File: config.mk
export PLATFORM = sky130hd
export DESIGN_NAME = mips_multicycle_ctrl_flat
export DESIGN_NICKNAME = d
export VERILOG_FILES = /design/src/rtl/mips_multicycle_ctrl_if.sv /design/src/rtl/mips_multicycle_ctrl.sv /design/src/flat_wrapper.sv
export SDC_FILE = /design/constraint.sdc
export NUM_CORES = 1
export LEC_CHECK = 0
export ABC_AREA = 1
export BUFFER_PORTS_ARGS = -buffer_cell sky130_fd_sc_hd__buf_2
export CAP_MARGIN = 10
export CORE_AREA = 2 2 79 81
export DETAILED_ROUTE_END_ITERATION = 12
export DIE_AREA = 0 0 81 83
export PLACE_DENSITY = 0.73
export REMOVE_ABC_BUFFERS = 1
export SLEW_MARGIN = 25
export SYNTH_ARGS = -nofsm -noshare
export SYNTH_HDL_FRONTEND = slang
export SYNTH_SLANG_ARGS = --single-unit
File: constraint.sdc
create_clock -name CLK -period 1.5 [get_ports CLK]
set_input_delay 0.075 -clock CLK [delete_from_list [all_inputs] [get_ports CLK]]
set_output_delay 0.075 -clock CLK [all_outputs]
set_load 0.01 [all_outputs]
File: src/rtl/mips_multicycle_ctrl_if.sv
// Control bundle between the multicycle MIPS controller and its datapath.
// The controller drives strobes/selects from the master side; the datapath feeds back op/funct/flags.
interface mips_multicycle_ctrl_if;
    logic [5:0]  op;
    logic [5:0]  funct;
    logic        zero;
    logic        mem_ready;
    logic        PCWrite;
    logic        IRWrite;
    logic        MemRead;
    logic        MemWrite;
    logic        RegWrite;
    logic        IorD;
    logic        RegDst;
    logic        MemtoReg;
    logic        ALUSrcA;
    logic [1:0]  ALUSrcB;
    logic [1:0]  PCSrc;
    logic [3:0]  ALUControl;
    logic [3:0]  state;
    logic        trap;
    logic [31:0] retired;

    modport master (
        input  op, funct, zero, mem_ready,
        output PCWrite, IRWrite, MemRead, MemWrite, RegWrite,
        output IorD, RegDst, MemtoReg, ALUSrcA, ALUSrcB, PCSrc, ALUControl,
        output state, trap, retired
    );

    modport slave (
        output op, funct, zero, mem_ready,
        input  PCWrite, IRWrite, MemRead, MemWrite, RegWrite,
        input  IorD, RegDst, MemtoReg, ALUSrcA, ALUSrcB, PCSrc, ALUControl,
        input  state, trap, retired
    );
endinterface

File: src/rtl/mips_multicycle_ctrl.sv
// Multicycle MIPS control FSM: Moore decode of the state register, with memory-ready
// gated strobes, a sticky illegal-instruction trap and a retired-instruction counter.
module mips_multicycle_ctrl (
    input  logic                   CLK,
    input  logic                   reset,
    mips_multicycle_ctrl_if.master bus
);
    typedef enum logic [3:0] {
        S_FETCH  = 4'd0,
        S_DECODE = 4'd1,
        S_MEMADR = 4'd2,
        S_MEMRD  = 4'd3,
        S_MEMWB  = 4'd4,
        S_MEMWR  = 4'd5,
        S_EXEC   = 4'd6,
        S_ALUWB  = 4'd7,
        S_BRANCH = 4'd8,
        S_ADDIEX = 4'd9,
        S_ADDIWB = 4'd10,
        S_JUMP   = 4'd11,
        S_TRAP   = 4'd12
    } state_e;

    localparam logic [3:0] ALU_ADD = 4'b0010;
    localparam logic [3:0] ALU_SUB = 4'b0110;
    localparam logic [3:0] ALU_AND = 4'b0000;
    localparam logic [3:0] ALU_OR  = 4'b0001;
    localparam logic [3:0] ALU_SLT = 4'b0111;

    state_e      state_q, state_d;
    logic        trap_q, trap_d;
    logic [31:0] retired_q, retired_d;

    logic        pc_write, ir_write, mem_read, mem_write, reg_write;
    logic        iord, reg_dst, memto_reg, alu_src_a;
    logic [1:0]  alu_src_b, pc_src;
    logic [3:0]  alu_ctrl;

    always_ff @(posedge CLK or negedge reset) begin
        if (!reset) begin
            state_q   <= S_FETCH;
            trap_q    <= 1'b0;
            retired_q <= 32'd0;
        end else begin
            state_q   <= state_d;
            trap_q    <= trap_d;
            retired_q <= retired_d;
        end
    end

    always_comb begin
        state_d = state_q;
        case (state_q)
            S_FETCH:  if (bus.mem_ready) state_d = S_DECODE;
            S_DECODE: begin
                case (bus.op)
                    6'b100011, 6'b101011: state_d = S_MEMADR;
                    6'b000000:            state_d = S_EXEC;
                    6'b000100:            state_d = S_BRANCH;
                    6'b001000:            state_d = S_ADDIEX;
                    6'b000010:            state_d = S_JUMP;
                    default:              state_d = S_TRAP;
                endcase
            end
            S_MEMADR: state_d = (bus.op == 6'b100011) ? S_MEMRD : S_MEMWR;
            S_MEMRD:  if (bus.mem_ready) state_d = S_MEMWB;
            S_MEMWB:  state_d = S_FETCH;
            S_MEMWR:  if (bus.mem_ready) state_d = S_FETCH;
            S_EXEC: begin
                case (bus.funct)
                    6'b100000, 6'b100010, 6'b100100,
                    6'b100101, 6'b101010: state_d = S_ALUWB;
                    default:              state_d = S_TRAP;
                endcase
            end
            S_ALUWB:  state_d = S_FETCH;
            S_BRANCH: state_d = S_FETCH;
            S_ADDIEX: state_d = S_ADDIWB;
            S_ADDIWB: state_d = S_FETCH;
            S_JUMP:   state_d = S_FETCH;
            S_TRAP:   state_d = S_TRAP;
            default:  state_d = S_TRAP;
        endcase
    end

    // Any entry into FETCH from another state is a completed instruction; TRAP never leaves.
    always_comb begin
        trap_d    = trap_q | (state_d == S_TRAP);
        retired_d = retired_q;
        if (state_d == S_FETCH && state_q != S_FETCH)
            retired_d = retired_q + 32'd1;
    end

    always_comb begin
        pc_write  = 1'b0;
        ir_write  = 1'b0;
        mem_read  = 1'b0;
        mem_write = 1'b0;
        reg_write = 1'b0;
        iord      = 1'b0;
        reg_dst   = 1'b0;
        memto_reg = 1'b0;
        alu_src_a = 1'b0;
        alu_src_b = 2'b00;
        pc_src    = 2'b00;
        alu_ctrl  = ALU_ADD;
        case (state_q)
            S_FETCH: begin
                mem_read  = 1'b1;
                alu_src_b = 2'b01;
                ir_write  = bus.mem_ready;
                pc_write  = bus.mem_ready;
            end
            S_DECODE: alu_src_b = 2'b11;
            S_MEMADR: begin
                alu_src_a = 1'b1;
                alu_src_b = 2'b10;
            end
            S_MEMRD: begin
                mem_read = 1'b1;
                iord     = 1'b1;
            end
            S_MEMWB: begin
                reg_write = 1'b1;
                memto_reg = 1'b1;
            end
            S_MEMWR: begin
                iord      = 1'b1;
                mem_write = bus.mem_ready;
            end
            S_EXEC: begin
                alu_src_a = 1'b1;
                case (bus.funct)
                    6'b100010: alu_ctrl = ALU_SUB;
                    6'b100100: alu_ctrl = ALU_AND;
                    6'b100101: alu_ctrl = ALU_OR;
                    6'b101010: alu_ctrl = ALU_SLT;
                    default:   alu_ctrl = ALU_ADD;
                endcase
            end
            S_ALUWB: begin
                reg_write = 1'b1;
                reg_dst   = 1'b1;
            end
            S_BRANCH: begin
                alu_src_a = 1'b1;
                alu_ctrl  = ALU_SUB;
                pc_src    = 2'b01;
                pc_write  = bus.zero;
            end
            S_ADDIEX: begin
                alu_src_a = 1'b1;
                alu_src_b = 2'b10;
            end
            S_ADDIWB: reg_write = 1'b1;
            S_JUMP: begin
                pc_src   = 2'b10;
                pc_write = 1'b1;
            end
            default: ;
        endcase
        // Reset overrides the decode combinationally so strobes drop without waiting for a clock.
        if (!reset) begin
            pc_write  = 1'b0;
            ir_write  = 1'b0;
            mem_read  = 1'b0;
            mem_write = 1'b0;
            reg_write = 1'b0;
            iord      = 1'b0;
            reg_dst   = 1'b0;
            memto_reg = 1'b0;
            alu_src_a = 1'b0;
            alu_src_b = 2'b01;
            pc_src    = 2'b00;
            alu_ctrl  = ALU_ADD;
        end
    end

    assign bus.PCWrite    = pc_write;
    assign bus.IRWrite    = ir_write;
    assign bus.MemRead    = mem_read;
    assign bus.MemWrite   = mem_write;
    assign bus.RegWrite   = reg_write;
    assign bus.IorD       = iord;
    assign bus.RegDst     = reg_dst;
    assign bus.MemtoReg   = memto_reg;
    assign bus.ALUSrcA    = alu_src_a;
    assign bus.ALUSrcB    = alu_src_b;
    assign bus.PCSrc      = pc_src;
    assign bus.ALUControl = alu_ctrl;
    assign bus.state      = state_q;
    assign bus.trap       = trap_q;
    assign bus.retired    = retired_q;
endmodule

File: src/flat_wrapper.sv
// flat-port wrapper written by rule: the top's interface ports become plain ports
module mips_multicycle_ctrl_flat 
  (CLK, reset, bus_op, bus_funct, bus_zero, bus_mem_ready, bus_PCWrite, bus_IRWrite, bus_MemRead, bus_MemWrite, bus_RegWrite, bus_IorD, bus_RegDst, bus_MemtoReg, bus_ALUSrcA, bus_ALUSrcB, bus_PCSrc, bus_ALUControl, bus_state, bus_trap, bus_retired);
  mips_multicycle_ctrl_if bus_i ();
  input  logic CLK;
  input  logic reset;
  input wire logic [$bits(bus_i.op)-1:0] bus_op;
  input wire logic [$bits(bus_i.funct)-1:0] bus_funct;
  input wire logic [$bits(bus_i.zero)-1:0] bus_zero;
  input wire logic [$bits(bus_i.mem_ready)-1:0] bus_mem_ready;
  output wire logic [$bits(bus_i.PCWrite)-1:0] bus_PCWrite;
  output wire logic [$bits(bus_i.IRWrite)-1:0] bus_IRWrite;
  output wire logic [$bits(bus_i.MemRead)-1:0] bus_MemRead;
  output wire logic [$bits(bus_i.MemWrite)-1:0] bus_MemWrite;
  output wire logic [$bits(bus_i.RegWrite)-1:0] bus_RegWrite;
  output wire logic [$bits(bus_i.IorD)-1:0] bus_IorD;
  output wire logic [$bits(bus_i.RegDst)-1:0] bus_RegDst;
  output wire logic [$bits(bus_i.MemtoReg)-1:0] bus_MemtoReg;
  output wire logic [$bits(bus_i.ALUSrcA)-1:0] bus_ALUSrcA;
  output wire logic [$bits(bus_i.ALUSrcB)-1:0] bus_ALUSrcB;
  output wire logic [$bits(bus_i.PCSrc)-1:0] bus_PCSrc;
  output wire logic [$bits(bus_i.ALUControl)-1:0] bus_ALUControl;
  output wire logic [$bits(bus_i.state)-1:0] bus_state;
  output wire logic [$bits(bus_i.trap)-1:0] bus_trap;
  output wire logic [$bits(bus_i.retired)-1:0] bus_retired;
  assign bus_i.op = bus_op;
  assign bus_i.funct = bus_funct;
  assign bus_i.zero = bus_zero;
  assign bus_i.mem_ready = bus_mem_ready;
  assign bus_PCWrite = bus_i.PCWrite;
  assign bus_IRWrite = bus_i.IRWrite;
  assign bus_MemRead = bus_i.MemRead;
  assign bus_MemWrite = bus_i.MemWrite;
  assign bus_RegWrite = bus_i.RegWrite;
  assign bus_IorD = bus_i.IorD;
  assign bus_RegDst = bus_i.RegDst;
  assign bus_MemtoReg = bus_i.MemtoReg;
  assign bus_ALUSrcA = bus_i.ALUSrcA;
  assign bus_ALUSrcB = bus_i.ALUSrcB;
  assign bus_PCSrc = bus_i.PCSrc;
  assign bus_ALUControl = bus_i.ALUControl;
  assign bus_state = bus_i.state;
  assign bus_trap = bus_i.trap;
  assign bus_retired = bus_i.retired;
  mips_multicycle_ctrl u_core (.CLK(CLK), .reset(reset), .bus(bus_i));
endmodule
==> results by group, run 1 <==
Outcome
  • Status: complete, but fails checks
  • Failing checks: negative setup slack

Drt
  • Final ANT Viol Nets: 0
  • Wire per inst: about 14 um
  • Via count: between 3000 and 4000
  • Drt total wl: ~9000 um
  • Iter 0 DRT Violations: between 200 and 250
  • # DRC: 0
  • First drt pass iteration count: 5
  • Drt via density: about 5.2

Setup path
  • Worst-case reg-to-reg path depth: 11
  • RR Startpoint: u_core.bus.state[0]
  • Crit Path Max Fanout: 4
  • Crit end category: output port
  • R2r setup slk: -0.24 ns
  • Crit Path Class: reg2out
  • Critical R2R Capture: u_core.bus.retired[20]
  • Req. time, crit path: approximately 1.4 ns
  • Arr. time, crit path: ~1.7 ns
  • Setup crit start kind: flop

Layout
  • Ratio of cells with drive above 1 in the final layout: approximately 34%
  • Final-layout fill cell count: roughly 520
  • Nets: 601
  • Non-filler cells, final: 660
  • Most frequent cells in the layout: nand2_1 (159), buf_2 (66), nor2_1 (64)
  • Commonest non-fill, non-tap cell in the layout: nand2_1
  • Number of inserted diodes: 0
  • Synthesis-to-layout area growth: 47.5%

GRT
  • Global-route wire length before repair: ~15000 um
  • Vias in the first global route: around 3200
  • Largest net degree at the start of global routing: 21
  • Initial antenna violation count: 0
  • Global Route Usage Sum: 27.8%
  • GRT Residual Overflow: 0

STA
  • Unrepaired setup endpoints after global routing: yes
  • Final hold violations: 0
  • Fin Setup TNS: -9.23 ns
  • Worst-Margin Slew: between 0.5 and 0.6 ns
  • Final Worst Setup Slack: -0.247 ns
  • Max-slew violation count: 0
  • Fin Clk Skew: about 0.007 ns
  • Relative slew margins: 61.0%
  • Setup Viol. Count Final: 46
  • Max Clk Rate: between 500 and 600 MHz
  • Post-route minimum period: 1.75 ns
  • Worst hold slack: 0.307 ns
  • Fin crit share: 116%

Yosys
  • Netlist cell types: 26
  • Post-Synth Simple-Gate Area: ~50%
  • Synth Cell Area: ~0.0028 mm2
  • Post-synthesis adder-cell area fraction: less than 1%
  • Sequential cell area fraction in the yosys report: roughly 33%
  • Synth Area in Compound Gates: approximately 2.7%
  • Yosys warnings: 0
  • Post-synthesis xor/xnor area fraction: ~6.6%
  • Synth area leader: dfrtp_1
  • Synth Instances: approximately 450
  • Synth area leaders: dfrtp_1 (33%), nand2_1 (23%), nor2_1 (9.9%)
  • Syn avg cell area: between 6 and 7 um2
  • Yosys reg bits: 37
  • Proportion of synthesized area in mux cells: 0%
  • Largest family of logic cells by synthesized area: simple AND/OR/NAND/NOR gates
  • Post-synth top area share: between 30% and 40%

Clock network
  • Max Buffers Root-to-Sink: 2
  • Clock-pin slew on the worst setup and hold paths: about 0.080 ns
  • Root Buffer: clkbuf_8
  • CTS tree: yes
  • CTS sink cnt: 37
  • Num CTS Buffers: 5
  • Worst-Skew Late Latency: 0.29 ns
  • # H-tree levels: 2

Floorplanning
  • # IOs: 70
  • Width of the chip: slightly above 80 um
  • Cell row count: 28
  • Initial core utilization: approximately 48%
  • Die Y: between 80 and 90 um
  • Core area: 0.00582 mm2
  • DIE AREA: 0.00672 mm2

Hold path
  • Hold WC Path Type: in2async

Place
  • DP HPWL: around 6800 um
  • Placer Congestion: between 0.9 and 1
  • Placed cells: around 640
  • PortBufs: just under 70

Job
  • Max cap viols: 0

Power
  • Sw Ratio: a little under a quarter
  • Leakage: around 2.2 nW
  • Pwr Density: 461 mW/mm2
  • Peak supply drop: between 0.4 and 0.5 mV
  • Switching pwr: 0.442 mW
  • Part of the power in registers: a little over half
  • Comb power frac: 5.5%
  • P_int: between 1 and 1.5 mW
  • Total Power: roughly 1.9 mW
  • Clk network pwr share: a little over two fifths
-- Yosys cell counts (all sizes together) --
master    n
o21ai     1
ha        1
a21o      1
conb      1
a21oi     5
nand3    52
nand3b    9
nand4     6
buf      10
clkbuf    1
a21boi    1
xor2     15
dfrtp    37
xnor2     6
o31ai     2
nor2     77
a31oi     1
a41oi     1
inv      38
nor3     12
nand2   170
-- layout make-up --
type | instances | area, um2 | area share, %
flip-flops and latches | 37 | 930 | 22.7
multi-input cells | 361 | 1840 | 44.9
well taps | 75 | 93.8 | 2.29
repair buffers | 141 | 981 | 24.0
clock buffers | 7 | 96.3 | 2.36
inverters | 38 | 148 | 3.61
clock inverters | 1 | 5.00 | 0.122
-- cell families (layout without fill, tap and decap cells) --
group           after synthesis  after routing
xor+xnor                     21             21
buf+inv                      49            187
simple gates                326            326
flops                        37             37
fa+ha+maj                     1              1
other cells                   1              1
compound gates               12             12
-- power groups by stage --
stage	combinational, mW	sequential [mW]	clock, mW
after global routing	0.119	0.996	0.841
after global placement	0.0905	1.02	0
after detailed placement	0.0945	1.02	0
after floorplan	0.0330	1.02	0
final	0.103	0.996	0.788
after CTS	0.0998	0.996	0.799
-- stage by stage --
step	utilization (%)	instance area, um2	setup slack (ns)
after floorplan	-	2720	-0.920
after global placement	62.9	3660	-0.253
after global routing	70.3	4090	-0.347
final	70.3	4090	-0.247
after detailed placement	62.9	3660	-0.304
after CTS	68.4	3980	-0.225
-- worst max-delay path by stage --
stage                              from                     end  slack, ns  depth (start not counted)
floorplan           u_core.bus.state[1]   u_core.bus.retired[0]      -0.92                         10
global placement    u_core.bus.state[3]   u_core.bus.retired[8]      -0.25                         10
detailed placement  u_core.bus.state[2]  u_core.bus.retired[28]      -0.30                         10
CTS                 u_core.bus.state[2]  u_core.bus.retired[28]      -0.22                         12
global route        u_core.bus.state[0]  u_core.bus.retired[17]      -0.35                         13
finish              u_core.bus.state[0]             bus_ALUSrcA      -0.25                          7
-- metal layers --
layer  global-route usage, %  wire [um]
met5                       0          0
met1                    38.7       3990
met2                    45.6       4370
met4                    5.08        129
met3                    4.35        553
-- worst max-delay path: stages (launching register included) --
cell and delay [ns]:
dfrtp_1 0.44, nor2_2 0.22, buf_4 0.15, inv_1 0.08
nor2_4 0.13, inv_2 0.06, a41oi_2 0.17, buf_2 0.16
-- sequential cells by signal, indices dropped and copies added (netlist names) --
signal,cells
u_core.bus.retired,32
u_core.bus.state,4
u_core.bus.trap,1
-- repair_timing --
item	in CTS	in global routing
resized for setup	49	24
setup endpoints to repair	47	49
setup buffers	6	3
hold buffers	1	0
pin swaps	10	8
hold endpoints to repair	37	0
(Power assumes the default switching activity.)
==> run 2, diff against run 1 <==
Settings changed: ABC_AREA 1 to unset, CORE_AREA 2 2 79 81 to 2 2 75 77, DIE_AREA 0 0 81 83 to 0 0 77 79.
==> run 2 against run 1 <==
  * The flow finishes with violations (negative hold slack, negative setup slack)
  * Core utilization up 6.4 points
  * Non-clock buffer count up 17
  * Power rose to 3.7 times the previous value
  * Critical path type is now reg2reg
  * Critical endpoint is now u_core.bus.retired[21]
  * Largest cell class unchanged
  * Largest power group is now combinational cells
==> results by group, run 2 <==
Outcome
  • Status: complete, but fails checks (unchanged)
  • Failing checks: negative hold slack, negative setup slack (was negative setup slack)

STA
  • Final Worst Setup Slack: -0.895 ns (was -0.247 ns)
  • Fin crit share: 160% (was 116%)
  • Relative slew margins: 62.0% (was 61.0%)
  • Final hold violations: 37 (was 0)
  • Unrepaired setup endpoints after global routing: yes (unchanged)
  • Worst hold slack: -0.0976 ns (was 0.307 ns)
  • Worst-Margin Slew: 0.570 ns (was 0.585 ns)
  • Max-slew violation count: 0 (unchanged)
  • Post-route minimum period: 2.40 ns (was 1.75 ns)
  • Setup Viol. Count Final: 51 (was 46)
  • Fin Clk Skew: 0.0117 ns (was 0.00692 ns)
  • Max Clk Rate: 418 MHz (was 572 MHz)

Clock network
  • Num CTS Buffers: 5 (unchanged)
  • Clock-pin slew on the worst setup and hold paths: 0.09 ns (was 0.08 ns)
  • # H-tree levels: 2 (unchanged)
  • CTS sink cnt: 37 (unchanged)
  • Worst-Skew Late Latency: 0.30 ns (was 0.29 ns)
  • CTS tree: yes (unchanged)
  • Max Buffers Root-to-Sink: 2 (unchanged)
  • Root Buffer: clkbuf_8 (unchanged)

GRT
  • Largest net degree at the start of global routing: 45 (was 21)
  • Global-route wire length before repair: 13100 um (was 14900 um)
  • Met3 Use GR: 3.75% (was 4.35%)
  • GRT Residual Overflow: 0 (unchanged)
  • Grt met1 use: 33.3% (was 38.7%)
  • Global Route Usage Sum: 26.8% (was 27.8%)
  • Vias in the first global route: 2695 (was 3207)
  • Gr busiest metal: met2 (unchanged)
  • GR Util met2: 46.5% (was 45.6%)
  • Initial antenna violation count: 0 (unchanged)

Drt
  • First drt pass iteration count: 5 (unchanged)
  • Wire per inst: 20.8 um (was 13.7 um)
  • Via count: 2890 (was 3403)
  • Drt via density: 6.10 (was 5.16)
  • # DRC: 0 (unchanged)
  • Drt total wl: 9860 um (was 9050 um)
  • Final ANT Viol Nets: 0 (unchanged)
  • Iter 0 DRT Violations: 282 (was 226)

Place
  • DP HPWL: 4900 um (was 6770 um)
  • Dpl ws: -0.733 ns (was -0.304 ns)
  • Placed cells: 450 (was 643)
  • Placer Congestion: 0.840 (was 0.918)
  • Placed cell area: 0.00336 mm2 (was 0.00366 mm2)
  • PortBufs: 68 (unchanged)

Yosys
  • EDFF count, synth: 0 (unchanged)
  • Count leader, synth: dfrtp_1 (was nand2_1)
  • Post-synth top area share: 38.1% (was 33.4%)
  • Synth Cell Area: 0.00243 mm2 (was 0.00277 mm2)
  • Sequential cell area fraction in the yosys report: 38.1% (was 33.4%)
  • Post-synthesis xor/xnor area fraction: 11.9% (was 6.63%)
  • Post-Synth Simple-Gate Area: 36.5% (was 49.5%)
  • Largest family of logic cells by synthesized area: simple AND/OR/NAND/NOR gates (unchanged)
  • Yosys reg bits: 37 (unchanged)
  • Post-synth ARST share: 100% (unchanged)
  • Synth area leaders: dfrtp_1 (38%), xor2_1 (11%), nor4_2 (7.7%) (was dfrtp_1 (33%), nand2_1 (23%), nor2_1 (9.9%))
  • Commonest cells post-synth: dfrtp_1 (37), xor2_1 (31), nor3_1 (19) (was nand2_1 (168), nor2_1 (73), nand3_1 (52))
  • Synth Instances: 251 (was 447)
  • Yosys warnings: 0 (unchanged)
  • Synth Area in Compound Gates: 7.41% (was 2.71%)
  • Most common flop cell mapped by yosys: dfrtp_1 (unchanged)
  • Synth area leader: dfrtp_1 (unchanged)
  • Netlist cell types: 47 (was 26)
  • Post-synthesis adder-cell area fraction: 0.515% (was 0.451%)
  • Proportion of synthesized area in mux cells: 0.926% (was 0%)
  • Syn avg cell area: 9.69 um2 (was 6.20 um2)

Job
  • Max cap viols: 0 (unchanged)

Floorplanning
  • Core area: 0.00534 mm2 (was 0.00582 mm2)
  • Width of the chip: 77 um (was 81 um)
  • Cell row count: 27 (was 28)
  • Die Y: 79 um (was 83 um)
  • DIE AREA: 0.00608 mm2 (was 0.00672 mm2)
  • # IOs: 70 (unchanged)
  • Initial core utilization: 45.5% (was 47.7%)

Power
  • Leakage: 2.00 nW (was 2.24 nW)
  • Peak supply drop: 1.30 mV (was 0.433 mV)
  • Pwr Density: 1730 mW/mm2 (was 461 mW/mm2)

Setup path
  • Setup crit start kind: flop (unchanged)
  • Crit Path Class: reg2reg (was reg2out)
  • Arr. time, crit path: 2.61 ns (was 1.67 ns)
  • Req. time, crit path: 1.72 ns (was 1.42 ns)
  • Crit end category: flop (was output port)
  • Crit Path Max Fanout: 17 (was 4)

Layout
  • Synthesis-to-layout area growth: 68.6% (was 47.5%)
  • Number of inserted diodes: 0 (unchanged)
  • Nets: 418 (was 601)
  • Ratio of cells with drive above 1 in the final layout: 57.0% (was 34.0%)
  • Most frequent cells in the layout: buf_2 (67), buf_4 (67), dfrtp_1 (36) (was nand2_1 (159), buf_2 (66), nor2_1 (64))
  • Cell area after layout: 0.00410 mm2 (was 0.00409 mm2)
  • Non-filler cells, final: 474 (was 660)
  • Flip-flop count of the largest register after layout: 32 (unchanged)

Hold path
  • Hold WC Path Type: in2async (unchanged)
## run 2: critical path, stage by stage, from the launching register on
cell	delay (ns)
dfrtp_1	0.42
or4_4	0.55
a21oi_2	0.16
a211oi_2	0.08
nand4bb_4	0.28
buf_12	0.22
nor4_2	0.35
xor2_1	0.24
## run 2: layout make-up
class | count | area [um2]
multi-input cells | 194 | 1750
fillers | 340 | 1240
repair buffers | 158 | 1190
flip-flops and latches | 37 | 927
well taps | 72 | 90.1
clock buffers | 6 | 82.6
clock inverters | 2 | 37.5
inverters | 5 | 18.8
## run 2: cell families (layout without fill, tap and decap cells)
kind of cell / count (synthesis) / after routing
AO/OA/AOI/OAI: 24 / 24
XOR/XNOR: 33 / 33
multiplexers: 2 / 2
adder cells (fa/ha/maj): 1 / 1
AND/OR/NAND/NOR: 133 / 133
other: 1 / 1
buffers and inverters: 20 / 171
flip-flops: 37 / 37
## run 2: path summary, 6_finish.rpt
path	from	endpoint	slack (ns)	cells past startpoint
max in group asynchronous	reset	u_core.bus.state[1]	1.18	2
worst max register to register	u_core.bus.state[3]	u_core.bus.retired[21]	-0.90	7
min in group CLK	bus_op[3]	u_core.bus.state[1]	0.35	5
worst max-delay path	u_core.bus.state[3]	u_core.bus.retired[21]	-0.90	7
worst min-delay path	reset	u_core.bus.retired[6]	-0.1	2
worst min register to register	u_core.bus.retired[31]	u_core.bus.retired[31]	0.47	1
## run 2: power by group
part,internal [mW],switching (mW)
registers,1.13,0.102
clock network,0.541,0.388
logic,2.27,2.64
total,3.94,3.13
## run 2: routing by layer
metal | up-vias | wire length, um
li1 | 1219 | -
met4 | 0 | 495
met3 | 52 | 601
met2 | 174 | 4930
met1 | 1445 | 3830
met5 | - | 0
## run 2: through the flow
stage          setup TNS [ns]  total power [mW]  util (%)
2_1_floorplan          -30.71              2.68         -
3_3_place_gp           -20.64              4.16      63.0
3_5_place_dp           -22.42              4.21      63.0
4_1_cts                -22.77              6.03      71.9
5_1_grt                -31.91              7.33      76.8
6_report               -28.32              7.08      76.8
## run 2: repair_timing
item | in CTS | in global routing
endpoints found under the hold margin | 37 | 37
gates cloned | 2 | 1
gates resized for setup | 52 | 35
pin swaps | 12 | 22
setup buffers | 10 | 4
endpoints found under the setup margin | 49 | 53
==> run 3, diff against run 2 <==
Settings changed: CELL_PAD_IN_SITES_DETAIL_PLACEMENT set to 1, CELL_PAD_IN_SITES_GLOBAL_PLACEMENT set to 1, CORE_AREA 2 2 75 77 to 2 2 87 89, DIE_AREA 0 0 77 79 to 0 0 89 91, PLACE_DENSITY 0.73 to 0.72.
==> run 3 against run 2 <==
  * The flow finishes with violations (negative setup slack)
  * Via count is 9.1% higher
  * Fmax is 5.6% lower
  * Non-clock buffer count is 32 higher
  * Critical path depth is 3 higher
  * Final cell count is 12% higher
  * Combinational power is 40% higher
  * Global-route usage is 5.6 points higher
  * Clock power is 11% lower
  * Critical endpoint is now u_core.bus.retired[20]
  * Largest power group unchanged
  * Highest routed layer unchanged
==> results by group, run 3 (synthesized netlist as in run 2, its figures left out) <==
Outcome
  • Status: complete, but fails checks (unchanged)
  • Failing checks: negative setup slack (was negative hold slack, negative setup slack)

Layout
  • Ratio of cells with drive above 1 in the final layout: 63.6% (was 57.0%)
  • Register area: 926 um2 (was 927 um2)
  • Final-layout fill cell count: 783 (was 340)
  • Most frequent cells in the layout: buf_4 (82), buf_2 (62), dfrtp_1 (37) (was buf_2 (67), buf_4 (67), dfrtp_1 (36))
  • Nets: 450 (was 418)
  • Flip-flop count of the largest register after layout: 32 (unchanged)
  • Area occupied by multi-input gates: 0.00201 mm2 (was 0.00175 mm2)
  • Number of inserted diodes: 0 (unchanged)
  • Commonest non-fill, non-tap cell in the layout: buf_4
  • Synthesis-to-layout area growth: 95.9% (was 68.6%)
  • Non-filler cells, final: 533 (was 474)

STA
  • Unrepaired setup endpoints after global routing: yes (unchanged)
  • Worst-Margin Slew: 0.758 ns (was 0.570 ns)
  • Final Worst Setup Slack: -1.04 ns (was -0.895 ns)
  • Max-slew violation count: 0 (unchanged)
  • Fin Setup TNS: -37.93 ns (was -28.32 ns)
  • Final hold violations: 0 (was 37)
  • Relative slew margins: 49.3% (was 62.0%)
  • Fin crit share: 169% (was 160%)
  • Fin Clk Skew: 0.0160 ns (was 0.0117 ns)
  • Worst hold slack: 0.0452 ns (was -0.0976 ns)
  • Setup Viol. Count Final: 53 (was 51)
  • Max Clk Rate: 394 MHz (was 418 MHz)
  • Post-route minimum period: 2.54 ns (was 2.40 ns)

Power
  • P_int: 4.81 mW (was 3.94 mW)
  • Clk network pwr share: 9.3% (was 13.1%)
  • Switching pwr: 4.12 mW (was 3.13 mW)
  • Leakage: 2.26 nW (was 2.00 nW)
  • Total Power: 8.93 mW (was 7.08 mW)
  • Peak supply drop: 1.08 mV (was 1.30 mV)
  • Sw Ratio: 46.2% (was 44.3%)
  • Comb power frac: 76.9% (was 69.5%)
  • Part of the power in registers: 13.8% (was 17.4%)
  • Pwr Density: 1880 mW/mm2 (was 1730 mW/mm2)

Drt
  • Wire per inst: 28.7 um (was 20.8 um)
  • Drt via density: 5.91 (was 6.10)
  • First drt pass iteration count: 4 (was 5)
  • Drt total wl: 15300 um (was 9860 um)
  • Final ANT Viol Nets: 0 (unchanged)
  • # DRC: 0 (unchanged)
  • Via count: 3152 (was 2890)
  • Iter 0 DRT Violations: 193 (was 282)

Setup path
  • Setup crit start kind: flop (unchanged)
  • Req. time, crit path: 1.71 ns (was 1.72 ns)
  • Crit Path Max Fanout: 6 (was 17)
  • Crit end category: flop (unchanged)
  • Crit Path Class: reg2reg (unchanged)
  • Arr. time, crit path: 2.75 ns (was 2.61 ns)

Floorplanning
  • Die Y: 91 um (was 79 um)
  • DIE AREA: 0.00810 mm2 (was 0.00608 mm2)
  • Core area: 0.00714 mm2 (was 0.00534 mm2)
  • Cell row count: 31 (was 27)
  • # IOs: 70 (unchanged)
  • Width of the chip: 89 um (was 77 um)
  • Initial core utilization: 34.1% (was 45.5%)

Job
  • Max cap viols: 0 (unchanged)

GRT
  • Global Route Usage Sum: 32.4% (was 26.8%)
  • Largest net degree at the start of global routing: 29 (was 45)
  • GRT Residual Overflow: 0 (unchanged)
  • Global-route wire length before repair: 19400 um (was 13100 um)
  • Vias in the first global route: 3256 (was 2695)
  • Initial antenna violation count: 0 (unchanged)

Hold path
  • Hold WC Path Type: in2async (unchanged)

Clock network
  • # H-tree levels: 2 (unchanged)
  • CTS tree: yes (unchanged)
  • Num CTS Buffers: 5 (unchanged)
  • Root Buffer: clkbuf_8 (unchanged)
  • Clock-pin slew on the worst setup and hold paths: 0.09 ns (about the same)
  • Max Buffers Root-to-Sink: 2 (unchanged)
  • CTS sink cnt: 37 (unchanged)
  • Worst-Skew Late Latency: 0.32 ns (was 0.30 ns)

Place
  • Placed cells: 486 (was 450)
  • Placer Congestion: 0.789 (was 0.840)
  • Dpl ws: -0.781 ns (was -0.733 ns)
  • DP HPWL: 6020 um (was 4900 um)
  • PortBufs: 68 (unchanged)
run 3: changes by cell type in the layout (fill, tap and decap cells not counted), sizes merged:
cell,change
dlygate4sd3,+1
bufinv,-1
clkinvlp,-1
clkinv,+1
buf,+31
clkbuf,+1
run 3: path summary, 6_finish.rpt:
kind                                        start                     end  slack, ns  cells past startpoint
min in group CLK                    bus_mem_ready     u_core.bus.state[0]       0.45                      4
setup / recovery              u_core.bus.state[2]  u_core.bus.retired[20]      -1.04                     10
setup reg to reg              u_core.bus.state[2]  u_core.bus.retired[20]      -1.04                     10
hold reg to reg            u_core.bus.retired[26]  u_core.bus.retired[26]       0.49                      1
max in group asynchronous                   reset  u_core.bus.retired[19]       0.39                      3
hold / removal                              reset   u_core.bus.retired[5]       0.05                      3
run 3: power by group through the flow:
| stage | Sequential [mW] | Clock [mW] | Combinational, mW |
|---|---|---|---|
| after floorplan | 1.42 | 0 | 1.26 |
| after global routing | 1.23 | 0.886 | 7.06 |
| after CTS | 1.20 | 0.801 | 5.53 |
| after global placement | 1.21 | 0 | 2.92 |
| final | 1.23 | 0.831 | 6.87 |
| after detailed placement | 1.22 | 0 | 3.02 |
run 3: what timing repair did:
action / CTS / global route
cloned: 6 / 0
pin swaps: 53 / 28
buffers inserted: 20 / 19
endpoints found under the hold margin: 13 / 0
resized for setup: 107 / 60
setup endpoints to repair: 51 / 53
hold buffers: 1 / 0
run 3: critical path, stage by stage, from the launching register on:
cell,delay (ns)
dfrtp_1,0.41
buf_6,0.15
buf_12,0.14
buf_4,0.15
nor2_1,0.27
a211oi_2,0.14
nand4bb_4,0.37
buf_6,0.22
buf_16,0.15
nor3_2,0.21
xor2_1,0.22
run 3: routing by layer:
metal / track usage (%) / part of all wire, %
met2: 54.7 / 50
met5: 0 / 0
met3: 5.00 / 5.9
met4: 10.8 / 7.0
met1: 41.7 / 38
run 3: through the flow:
step | util (%) | cell area (um2)
floorplan | - | 2340
CTS | 61.4 | 4380
finish | 66.7 | 4760
global route | 66.7 | 4760
detailed placement | 48.4 | 3450
global placement | 48.4 | 3450
run 3: area by class of cell:
| type | count | share of cell area [%] |
|---|---|---|
| multi-input combinational | 194 | 42.2 |
| clock inverter | 1 | 0.105 |
| sequential | 37 | 19.4 |
| timing repair buffer | 190 | 33.3 |
| tap | 99 | 2.60 |
| clock buffer | 7 | 2.02 |
| inverter | 5 | 0.394 |
